### src/rtl/cache_block_writer.sv
// One-block data-cache write side: CPU byte stores, whole-block refill, and
// byte-serial write-back of a dirty block over a valid/ready handshake.
module cache_block_writer #(
  parameter int DATA_W = 8,
  parameter int TAG_W  = 3
) (
  input  logic                clock,
  input  logic                reset_n,
  input  logic                wr_en,
  input  logic [1:0]          wr_offset,
  input  logic [DATA_W-1:0]   wr_data,
  input  logic                fill_valid,
  input  logic [4*DATA_W-1:0] fill_data,
  input  logic [TAG_W-1:0]    fill_tag,
  input  logic                evict_start,
  input  logic                evict_ready,
  output logic                evict_valid,
  output logic [DATA_W-1:0]   evict_data,
  output logic [1:0]          evict_offset,
  output logic [TAG_W-1:0]    evict_tag,
  output logic                evict_done,
  output logic                busy,
  output logic [4*DATA_W-1:0] block_data,
  output logic [TAG_W-1:0]    block_tag,
  output logic                valid,
  output logic                dirty
);

  localparam int BLK_W = 4 * DATA_W;

  typedef enum logic {IDLE, EVICT} state_t;

  state_t              state, state_nx;
  logic [BLK_W-1:0]    blk_nx;
  logic [TAG_W-1:0]    tag_nx, ev_tag_nx;
  logic                valid_nx, dirty_nx, ev_valid_nx, ev_done_nx;
  logic [1:0]          cnt, cnt_nx;
  logic [DATA_W-1:0]   ev_data_nx;

  function automatic logic [DATA_W-1:0] byte_sel(input logic [BLK_W-1:0] b,
                                                 input logic [1:0] i);
    return b[int'(i)*DATA_W +: DATA_W];
  endfunction

  assign busy         = (state != IDLE);
  assign evict_offset = cnt;

  always_ff @(posedge clock or negedge reset_n) begin
    if (!reset_n) state <= IDLE;
    else          state <= state_nx;
  end

  always_comb begin
    state_nx    = state;
    blk_nx      = block_data;
    tag_nx      = block_tag;
    valid_nx    = valid;
    dirty_nx    = dirty;
    cnt_nx      = cnt;
    ev_valid_nx = evict_valid;
    ev_data_nx  = evict_data;
    ev_tag_nx   = evict_tag;
    ev_done_nx  = 1'b0;
    case (state)
      IDLE: begin
        if (fill_valid) begin
          blk_nx   = fill_data;
          tag_nx   = fill_tag;
          valid_nx = 1'b1;
          dirty_nx = 1'b0;
        end else if (evict_start) begin
          // A clean or empty block needs no write-back; just acknowledge it.
          if (valid && dirty) begin
            state_nx    = EVICT;
            cnt_nx      = 2'd0;
            ev_valid_nx = 1'b1;
            ev_data_nx  = byte_sel(block_data, 2'd0);
            ev_tag_nx   = block_tag;
          end else begin
            ev_done_nx = 1'b1;
          end
        end else if (wr_en && valid) begin
          blk_nx[int'(wr_offset)*DATA_W +: DATA_W] = wr_data;
          dirty_nx = 1'b1;
        end
      end
      EVICT: begin
        // Outputs only advance on an accepted byte, so they hold under back-pressure.
        if (evict_valid && evict_ready) begin
          if (cnt == 2'd3) begin
            state_nx    = IDLE;
            cnt_nx      = 2'd0;
            ev_valid_nx = 1'b0;
            dirty_nx    = 1'b0;
            ev_done_nx  = 1'b1;
          end else begin
            cnt_nx     = cnt + 2'd1;
            ev_data_nx = byte_sel(block_data, cnt + 2'd1);
          end
        end
      end
      default: state_nx = IDLE;
    endcase
  end

  always_ff @(posedge clock or negedge reset_n) begin
    if (!reset_n) begin
      block_data  <= '0;
      block_tag   <= '0;
      valid       <= 1'b0;
      dirty       <= 1'b0;
      cnt         <= 2'd0;
      evict_valid <= 1'b0;
      evict_data  <= '0;
      evict_tag   <= '0;
      evict_done  <= 1'b0;
    end else begin
      block_data  <= blk_nx;
      block_tag   <= tag_nx;
      valid       <= valid_nx;
      dirty       <= dirty_nx;
      cnt         <= cnt_nx;
      evict_valid <= ev_valid_nx;
      evict_data  <= ev_data_nx;
      evict_tag   <= ev_tag_nx;
      evict_done  <= ev_done_nx;
    end
  end

endmodule

### config.mk
export PLATFORM = sky130hd
export DESIGN_NAME = cache_block_writer
export DESIGN_NICKNAME = d
export VERILOG_FILES = /design/src/rtl/cache_block_writer.sv
export SDC_FILE = /design/constraint.sdc
export NUM_CORES = 1
export LEC_CHECK = 0
export CORE_MARGIN = 3
export CORE_UTILIZATION = 40
export DETAILED_ROUTE_END_ITERATION = 10
export PLACE_DENSITY_LB_ADDON = 0.25
export SYNTH_ARGS = -nofsm -noshare
export SYNTH_HDL_FRONTEND = slang
export SYNTH_SLANG_ARGS = --single-unit
### constraint.sdc
create_clock -name clock -period 2.6 [get_ports clock]
set_input_delay 0.52 -clock clock [delete_from_list [all_inputs] [get_ports clock]]
set_output_delay 0.52 -clock clock [all_outputs]
set_load 0.02 [all_outputs]
==> Yosys cells after proc, flatten, opt, wreduce, memory -nomap -nowiden <==
Index checks and enable logic that the tools add are counted.
{ "totals": {"out_inout_bits": 53, "wordCells": 76, "regBits": 53} }
{ "op_classes": {"n_eq_ne": 10, "shifts": 3, "mux": 38, "reduce_logical": 11, "n_bitwise": 2, "n_addsub": 2} }
{ "op_table": {"columns": ["cell", "count"], "rows": [
  ["32-bit two-way mux", 3],
  ["8-bit two-way mux", 5],
  ["5-bit negator with 33-bit output", 1],
  ["8-bit by 33-bit variable shift with 32-bit output (first input constant)", 1],
  ["8-bit by 33-bit indexed part select with 32-bit output", 1],
  ["32-bit bitwise mux", 1],
  ["32-bit by 6-bit indexed part select with 8-bit output", 1],
  ["1-bit two-way mux", 18],
  ["8-bit one-hot mux with 2 select lines", 1],
  ["4-bit AND reduction", 3],
  ["2-bit two-way mux", 5],
  ["2-bit inequality test (second input constant)", 5],
  ["5-bit AND reduction", 2],
  ["1-bit one-hot mux with 2 select lines", 4],
  ["3-bit inequality test (second input constant)", 2],
  ["2-bit by 1-bit inequality test with 1-bit output (second input constant)", 2],
  ["2-bit one-hot mux with 2 select lines", 1],
  ["1-bit logical AND", 3],
  ["3-bit AND reduction", 1],
  ["2-bit by 1-bit adder with 2-bit output (second input constant)", 1],
  ["2-bit == test (second input constant)", 1],
  ["1-bit NOT", 2],
  ["2-bit AND reduction", 1],
  ["2-bit nonzero test", 1]
]} }

==> Depth between registers and ports, before layout <==
Gate-level depths: netlist of run 1.
{ "logic_depth": {"word_depth": 6, "mapped_depth": 7, "mapped_depth_nobuf": 6} }

==> Worst setup path before layout of run 1 <==
Ideal clock, no wire load.
{ "synth_timing": {"path_kind": "register to register", "from": "reg cnt[0] (netlist: evict_offset[0])", "to": "reg evict_data[5]", "slack_ps": 588, "setup_time_ps": 125, "path_buffers": 1, "arrival_time_ps": 1887, "path_stages_with_launch": 7, "path_cell_list": "dfrtp_1 > ha_1 > clkbuf_1 > mux2_2 > o21ai_0 > a2bb2oi_1 > mux2_2"} }
{ "synth_between": {"elab_chain_len": 5, "elab_cells_between_ends": 8, "classes_between": "add/sub: 1; eq/ne: 2; shift: 1; mux: 3; reduce/logical: 1"} }
{ "synth_rtl": {"columns": ["element", "line_no", "rtl"], "rows": [
  ["start, declared", "37", "logic [1:0] cnt, cnt_nx;"],
  ["start signal, assigned", "122", "cnt <= cnt_nx;"],
  ["2-bit by 1-bit adder with 2-bit output", "98", "ev_data_nx = byte_sel(block_data, cnt + 2'd1);"],
  ["32-bit by 6-bit indexed part select with 8-bit output", "42", "return b[int'(i)*DATA_W +: DATA_W];"],
  ["8-bit two-way mux", "90", "if (cnt == 2'd3) begin"],
  ["8-bit two-way mux", "89", "if (evict_valid && evict_ready) begin"],
  ["8-bit one-hot mux with 2 select lines", "64", "case (state)"],
  ["end signal, assigned", "124", "evict_data <= ev_data_nx;"],
  ["end, declared", "18", "output logic [DATA_W-1:0] evict_data,"]
]} }
Several ways; a longest one is shown, not always the timed one. The select of a mux whose other input is x is not followed.
A chain may end at the register's enable or synchronous reset.

==> Final worst setup path of run 1 <==
{ "layout_timing": {"from": "reg state (netlist: busy)", "to": "out busy"} }
{ "layout_rtl": {"columns": ["element", "line_no", "rtl"], "rows": [
  ["start, declared", "33", "state_t state, state_nx;"],
  ["start signal, assigned", "50", "else state <= state_nx;"],
  ["end, declared", "22", "output logic busy,"]
]} }
No word-level cell between the ends.

==> results of run 1 <==
path summary, 6_finish.rpt:
kind                       cells past startpoint             to  slack (ns)             from
max                                            1           busy        0.36             busy
min reg2reg                                    1   evict_tag[1]        0.51     evict_tag[1]
min in group clock                             1   evict_tag[1]        0.51     evict_tag[1]
max reg2reg                                    5  evict_data[5]        0.61  evict_offset[1]
max in group asynchronous                      2  block_data[7]        1.71          reset_n
min                                            1  evict_data[3]        0.26          reset_n
stage by stage:
step | std cells | setup slack [ns] | total power, W | hold slack (ns) | instance area, um2
after floorplan | 260 | 0.5883 | 0.002984 | 0.2244 | 2661
after global placement | 435 | 0.2096 | 0.004187 | 0.4896 | 3796
after detailed placement | 435 | 0.1040 | 0.004240 | 0.4942 | 3796
after CTS | 443 | 0.3422 | 0.004833 | 0.2777 | 3913
after global routing | 443 | 0.2558 | 0.005111 | 0.3023 | 3913
final | 443 | 0.3598 | 0.004794 | 0.2576 | 3913
final cells by class:
cell class                 count  area (um2)  share of cell area [%]
inverter                      13       48.80                   1.247
sequential                    53        1326                   33.90
clock buffer                   7       86.33                   2.207
tap                           77       96.34                   2.462
clock inverter                 1       30.03                  0.7675
multi-input combinational    178        1216                   31.08
timing repair buffer         114        1109                   28.33
layer usage:
layer / vias up / track usage, % / wire, um / share of wire [%]
met5: - / 0 / 0 / 0
met4: 0 / 4.742 / 96 / 1.3
met3: 7 / 4.327 / 475 / 6.4
met2: 89 / 30.89 / 3510 / 47
met1: 1160 / 28.85 / 3307 / 45
li1: 1151 / - / - / -
logic make-up after synthesis:
group                      Yosys count
DFF                                 53
and+or+nand+nor                     66
adders and majority gates            6
muxes                               22
AOI/OAI and AO/OA                   84
buffers and inverters               29
flip-flops by register name, summed over array words and instances, names as in the netlist:
name / cells
evict_valid: 1
busy: 1
evict_done: 1
block_data: 32
dirty: 1
evict_data: 8
block_tag: 3
valid: 1
evict_tag: 3
evict_offset: 2
power by group:
| part | total (W) | internal (W) | switching [W] |
|---|---|---|---|
| Clock | 0.000585 | 0.000314 | 0.000271 |
| Combinational | 0.00262 | 0.00130 | 0.00132 |
| Sequential | 0.00159 | 0.00123 | 0.000353 |
| Total | 0.00479 | 0.00285 | 0.00194 |
cells in the mapped netlist, types with 2 or more instances:
cell       n  area (um2)
dfrtp_1   53        1326
nor2_1    38       142.6
a21oi_1   32       160.2
a22oi_1   32       240.2
mux2_2    15       168.9
inv_1     13       48.80
nand2b_1   9       56.30
buf_2      7       35.03
mux2i_1    7       70.07
o221ai_1   7       61.31
ha_1       6       75.07
nand2_1    6       22.52
clkbuf_1   5       18.77
a211oi_2   4       50.05
nand3_1    4       20.02
o21ai_0    4       20.02
buf_1      3       11.26
and4_1     2       17.52
nand3b_1   2       15.01
==> key figures, run 1 <==
Detailed routing
  • Vias per cell: 5.433
  • First-pass iteration count of the detailed router: 5
  • Drt total wl: 7390 um
  • Routed Antenna Nets: 0
  • Residual DRC count: 0
  • WL/cell: 16.68 um
  • DR vias: 2407
  • 1st-iter DRT viols: 133

Final layout
  • Ant. Diodes: 0
  • Filler instances: 565
  • Most frequent cells in the layout: clkdlybuf4s50_1 (102), dfrtp_1 (53), nor2_1 (38)
  • Layout cells sized above 1: 11.48%
  • Most common cell after layout, fill and taps aside: clkdlybuf4s50_1
  • Layout area overhead: 47.01%
  • Final Core Density: 61.27%
  • Final net count: 422

GRT
  • Initial antenna violation count: 0
  • GRT Overall Usage: 19.99%
  • Largest net degree at the start of global routing: 40
  • Number of global-route vias before repair: 2346
  • Total congestion overflow: 0
  • First-pass GRT wire length: 12030 um

STA
  • Final slew viol count: 0
  • Max_slew headroom: 52.98%
  • Setup TNS: 0 ns
  • Worst-margin pin slew: 0.7053 ns
  • Final clock skew: 0.002327 ns
  • RSZ-0062 raised after global routing: no
  • Min cycle time layout: 2.240 ns
  • Crit share post-route: 86.16%
  • Final setup viols: 0
  • Hold Fails Final Rpt: 0
  • F_max: 446.4 MHz

Worst setup path
  • Buf/Inv on CP: 1
  • Critical path type: flip-flop to output port
  • Critical path startpoint category: flip-flop
  • Crit. End Element: output port
  • Worst-path maximum fanout: 15
  • Critical Path Max Stage Delay: 0.72 ns
  • Critical Path AT: 1.72 ns
  • Slowest CP cell: clkdlybuf4s50_1
  • Crit-path cells: clkdlybuf4s50_1
  • Family with the most delay on the worst path: buffers and inverters
  • Worst path required time: 2.08 ns

Synth
  • Share of synthesized registers carrying an async set or reset: 100.0%
  • Cells after synthesis: 260
  • Register area share after synthesis: 49.84%
  • Synth cell types: 30
  • Most common flop cell mapped by yosys: dfrtp_1
  • Synth warn: 0
  • Synthesis-stage register bit count: 53
  • Adder-cell area share of the yosys netlist: 2.821%
  • Main combinational cell family by area after synthesis: compound AO/OA/AOI/OAI gates
  • Syn_area_per_cell: 10.24 um2
  • Mapped cell area: 0.002661 mm2
  • Number of synthesized flops with an enable pin: 0
  • Mux contribution to synthesized area: 8.980%
  • Compound-gate portion of the synthesized area: 22.05%
  • Synth Area in XOR/XNOR: 0%
  • Syn nets: 317
  • Post-Synth Simple-Gate Area: 11.85%

Power
  • Power per cell area: 1225 mW/mm2
  • Pleak: 1.608 nW
  • Worst VDD drop: 629.8 uV

CTS
  • CTS Sinks: 53
  • Cts repair resizes: 0
  • Clock transition at path regs: 0.09 ns
  • H-tree depth: 2
  • TritonCTS buffer count: 5
  • CTS Root Cell: clkbuf_8
  • CTS tree: yes
  • Cts hold-fix bufs: 0
  • Clk_lat worst skew: 0.30 ns
  • Clock tree buffer depth: 2
  • Post-CTS Setup Repair Bufs: 0

Placed design
  • IO buf count: 103
  • Hpwl dp: 5813 um
  • Gp weighted congestion: 0.8141

Floorplan
  • Starting Density: 41.67%
  • Top-level I/O count: 104
  • FP Rows: 29
  • Core area: 0.006386 mm2
  • Die X: 87.57 um
  • DIE HEIGHT: 87.57 um
  • DIE AREA: 0.007668 mm2

Worst hold path
  • Hold Path Class: input pin to async pin

Job
  • Max-cap violation count: 0

Status
  • Run status: complete, no violations
Power figures use the tool's default switching activity.
==> run 2: changes to the inputs <==
Settings changed: ABC_AREA from default to 1, RECOVER_POWER from default to 50.
==> run 2 against run 1 <==
Compared with the run above:
- clock power is 13% lower
- global-route usage is 0.67 points higher
- first-iteration DRC count is 76% higher
- count of clock-buffer cells in the layout stayed put
- flip-flop and latch count stayed put
- utilization is 1.6 points lower
- worst hold slack better by 0.22 ns
- largest cell class is now multi-input combinational cells
==> key figures, run 2 <==
Worst hold path
  • WHS Endpoint: evict_data[1]
  • Hold Path Class: flip-flop to flip-flop
  • Hold depth: 2
  • Hold_sp: evict_data[1]

Worst setup path
  • R2R Setup Slk: 0.51 ns
  • Critical Path Max Stage Delay: 0.60 ns
  • Critical path type: input pin to flip-flop
  • Crit-path cells: dlygate4sd3_1 > clkbuf_1 > nand2_4 > nand3_2 > nor2_4 > inv_2 > nand2_1 > nand2_1
  • Crit. End Element: flip-flop
  • Slowest CP cell: dlygate4sd3_1
  • RR Startpoint: evict_offset[0]
  • CP startpoint: fill_valid
  • Worst path required time: 2.80 ns
  • Reg2Reg Depth: 8
  • Critical Path AT: 2.35 ns
  • Reg2reg end: evict_data[0]
  • Worst-path maximum fanout: 15
  • Most used cell, CP: nand2_1
  • Critical path startpoint category: input pin

STA
  • F_max: 464.7 MHz
  • Final slew viol count: 0
  • Crit share post-route: 82.78%
  • Hold Fails Final Rpt: 0
  • Final clock skew: 0.006777 ns
  • Setup TNS: 0 ns
  • Final setup viols: 0
  • Min cycle time layout: 2.152 ns
  • Worst Setup Slack, final: 0.4478 ns
  • RSZ-0062 raised after global routing: no
  • Max_slew headroom: 13.52%
  • Worst-margin pin slew: 1.297 ns

CTS
  • Post-CTS Setup Repair Bufs: 0
  • CTS Root Cell: clkbuf_8
  • TritonCTS buffer count: 5
  • H-tree depth: 2
  • Cts repair resizes: 0
  • CTS Sinks: 53
  • Clock tree buffer depth: 2
  • Clk_lat worst skew: 0.31 ns
  • CTS tree: yes
  • Cts hold-fix bufs: 0
  • Clock transition at path regs: 0.09 ns

Final layout
  • Ant. Diodes: 0
  • Top Registers: block_data (32), evict_data (8)
  • Most frequent cells in the layout: nand2_1 (196), clkdlybuf4s50_1 (88), dfrtp_1 (53)
  • Final net count: 574
  • Largest register FFs: 32
  • Most common cell after layout, fill and taps aside: nand2_1
  • Layout cells sized above 1: 5.598%
  • Layout area overhead: 41.33%
  • Biggest register: block_data

Power
  • Worst VDD drop: 389.5 uV
  • Net Sw Power: 0.002034 W
  • Comb pwr share: 55.2%
  • Pleak: 2.070 nW
  • Flop pwr share: 33.4%
  • P_int: 0.002434 W
  • Power per cell area: 1073 mW/mm2
  • Clock power frac: 11.4%
  • Switching share of total power: 45.53%

GRT
  • Largest net degree at the start of global routing: 54
  • Initial antenna violation count: 0
  • Total congestion overflow: 0
  • First-pass GRT wire length: 13940 um
  • GRT Overall Usage: 20.65%
  • Number of global-route vias before repair: 2808

Detailed routing
  • Routed Antenna Nets: 0
  • Residual DRC count: 0
  • Drt total wl: 8549 um
  • Vias per cell: 4.875
  • First-pass iteration count of the detailed router: 4
  • 1st-iter DRT viols: 234
  • DR vias: 2993
  • WL/cell: 13.92 um

Floorplan
  • DIE HEIGHT: 91.81 um
  • FP Rows: 30
  • DIE AREA: 0.008429 mm2
  • Starting Density: 42.19%
  • Core area: 0.006982 mm2
  • Die X: 91.81 um
  • Top-level I/O count: 104

Placed design
  • Hpwl dp: 6870 um
  • IO buf count: 103
  • Post-Place Setup Slack: 0.3482 ns
  • Gp weighted congestion: 0.8981

Synth
  • Yosys top cell by area: dfrtp_1
  • Most common flop cell mapped by yosys: dfrtp_1
  • Share of synthesized registers carrying an async set or reset: 100.0%
  • Mapped cell area: 0.002945 mm2
  • Count leader, synth: nand2_1
  • Synthesis-stage register bit count: 53
  • Synth cell types: 23
  • Synth top area cells: dfrtp_1 (45%), nand2_1 (25%), o21ai_0 (5.9%)
  • Syn nets: 468
  • Number of synthesized flops with an enable pin: 0
  • Syn_area_per_cell: 7.166 um2
  • Register area share after synthesis: 45.03%
  • Commonest cells post-synth: nand2_1 (196), dfrtp_1 (53), o21ai_0 (35)
  • Cells after synthesis: 411
  • Synth warn: 0
  • Yosys top cell area share: 45.03%

Job
  • Max-cap violation count: 0

Status
  • Run status: complete, no violations
run 2: per-layer routing:
layer	track usage, %	vias to the layer above	part of all wire (%)
li1	-	1508	-
met1	29.33	1347	45
met2	32.32	122	46
met3	3.199	16	6.7
met4	6.683	0	2.1
met5	0	-	0
run 2: how the worst max path moves through the flow:
stage	end	slack [ns]	cells past startpoint
3_5_place_dp	block_data[24]	0.35	8
6_report	evict_data[6]	0.45	8
5_1_grt	evict_data[0]	0.31	8
3_3_place_gp	block_data[3]	0.42	8
4_1_cts	evict_data[0]	0.54	8
2_1_floorplan	block_data[5]	0.79	8
run 2: kinds of logic (layout without fill, tap and decap cells):
group	count (synthesis)	in the layout	share of synthesized area [%]
fa+ha+maj	6	6	2.549
compound gates	44	44	7.944
buf+inv	35	142	5.098
simple gates	273	273	39.38
flops	53	53	45.03
run 2: power by group through the flow:
stage	Sequential [W]	Clock, W	Combinational (W)
3_5_place_dp	0.00151	0	0.00250
6_report	0.00149	0.000509	0.00246
3_3_place_gp	0.00150	0	0.00247
5_1_grt	0.00154	0.000549	0.00271
4_1_cts	0.00150	0.000518	0.00251
2_1_floorplan	0.00187	0	0.000983
run 2: worst max-delay path: cells and delay by family:
kind	cells	cell delay [ns]
buffers and inverters	3	1.08
AND/OR/NAND/NOR	5	0.73
run 2: cell type report:
class,count,area (um2)
Clock buffer,7,96.34
Clock inverter,1,5.005
Fill cell,674,2819
Inverter,27,101.3
Multi-Input combinational cell,323,1464
Sequential cell,53,1326
Tap cell,96,120.1
Timing Repair Buffer,107,1050
run 2: through the flow:
stage | hold WS (ns) | cell area [um2] | utilization (%) | std cells | total power [W]
final | 0.4814 | 4163 | 59.62 | 614 | 0.004468
after global routing | 0.5014 | 4163 | 59.62 | 614 | 0.004797
after CTS | 0.3584 | 4174 | 59.78 | 614 | 0.004525
after detailed placement | 0.4657 | 4073 | 58.33 | 606 | 0.004012
after global placement | 0.4661 | 4073 | 58.33 | 606 | 0.003972
after floorplan | 0.2244 | 2945 | - | 411 | 0.002848
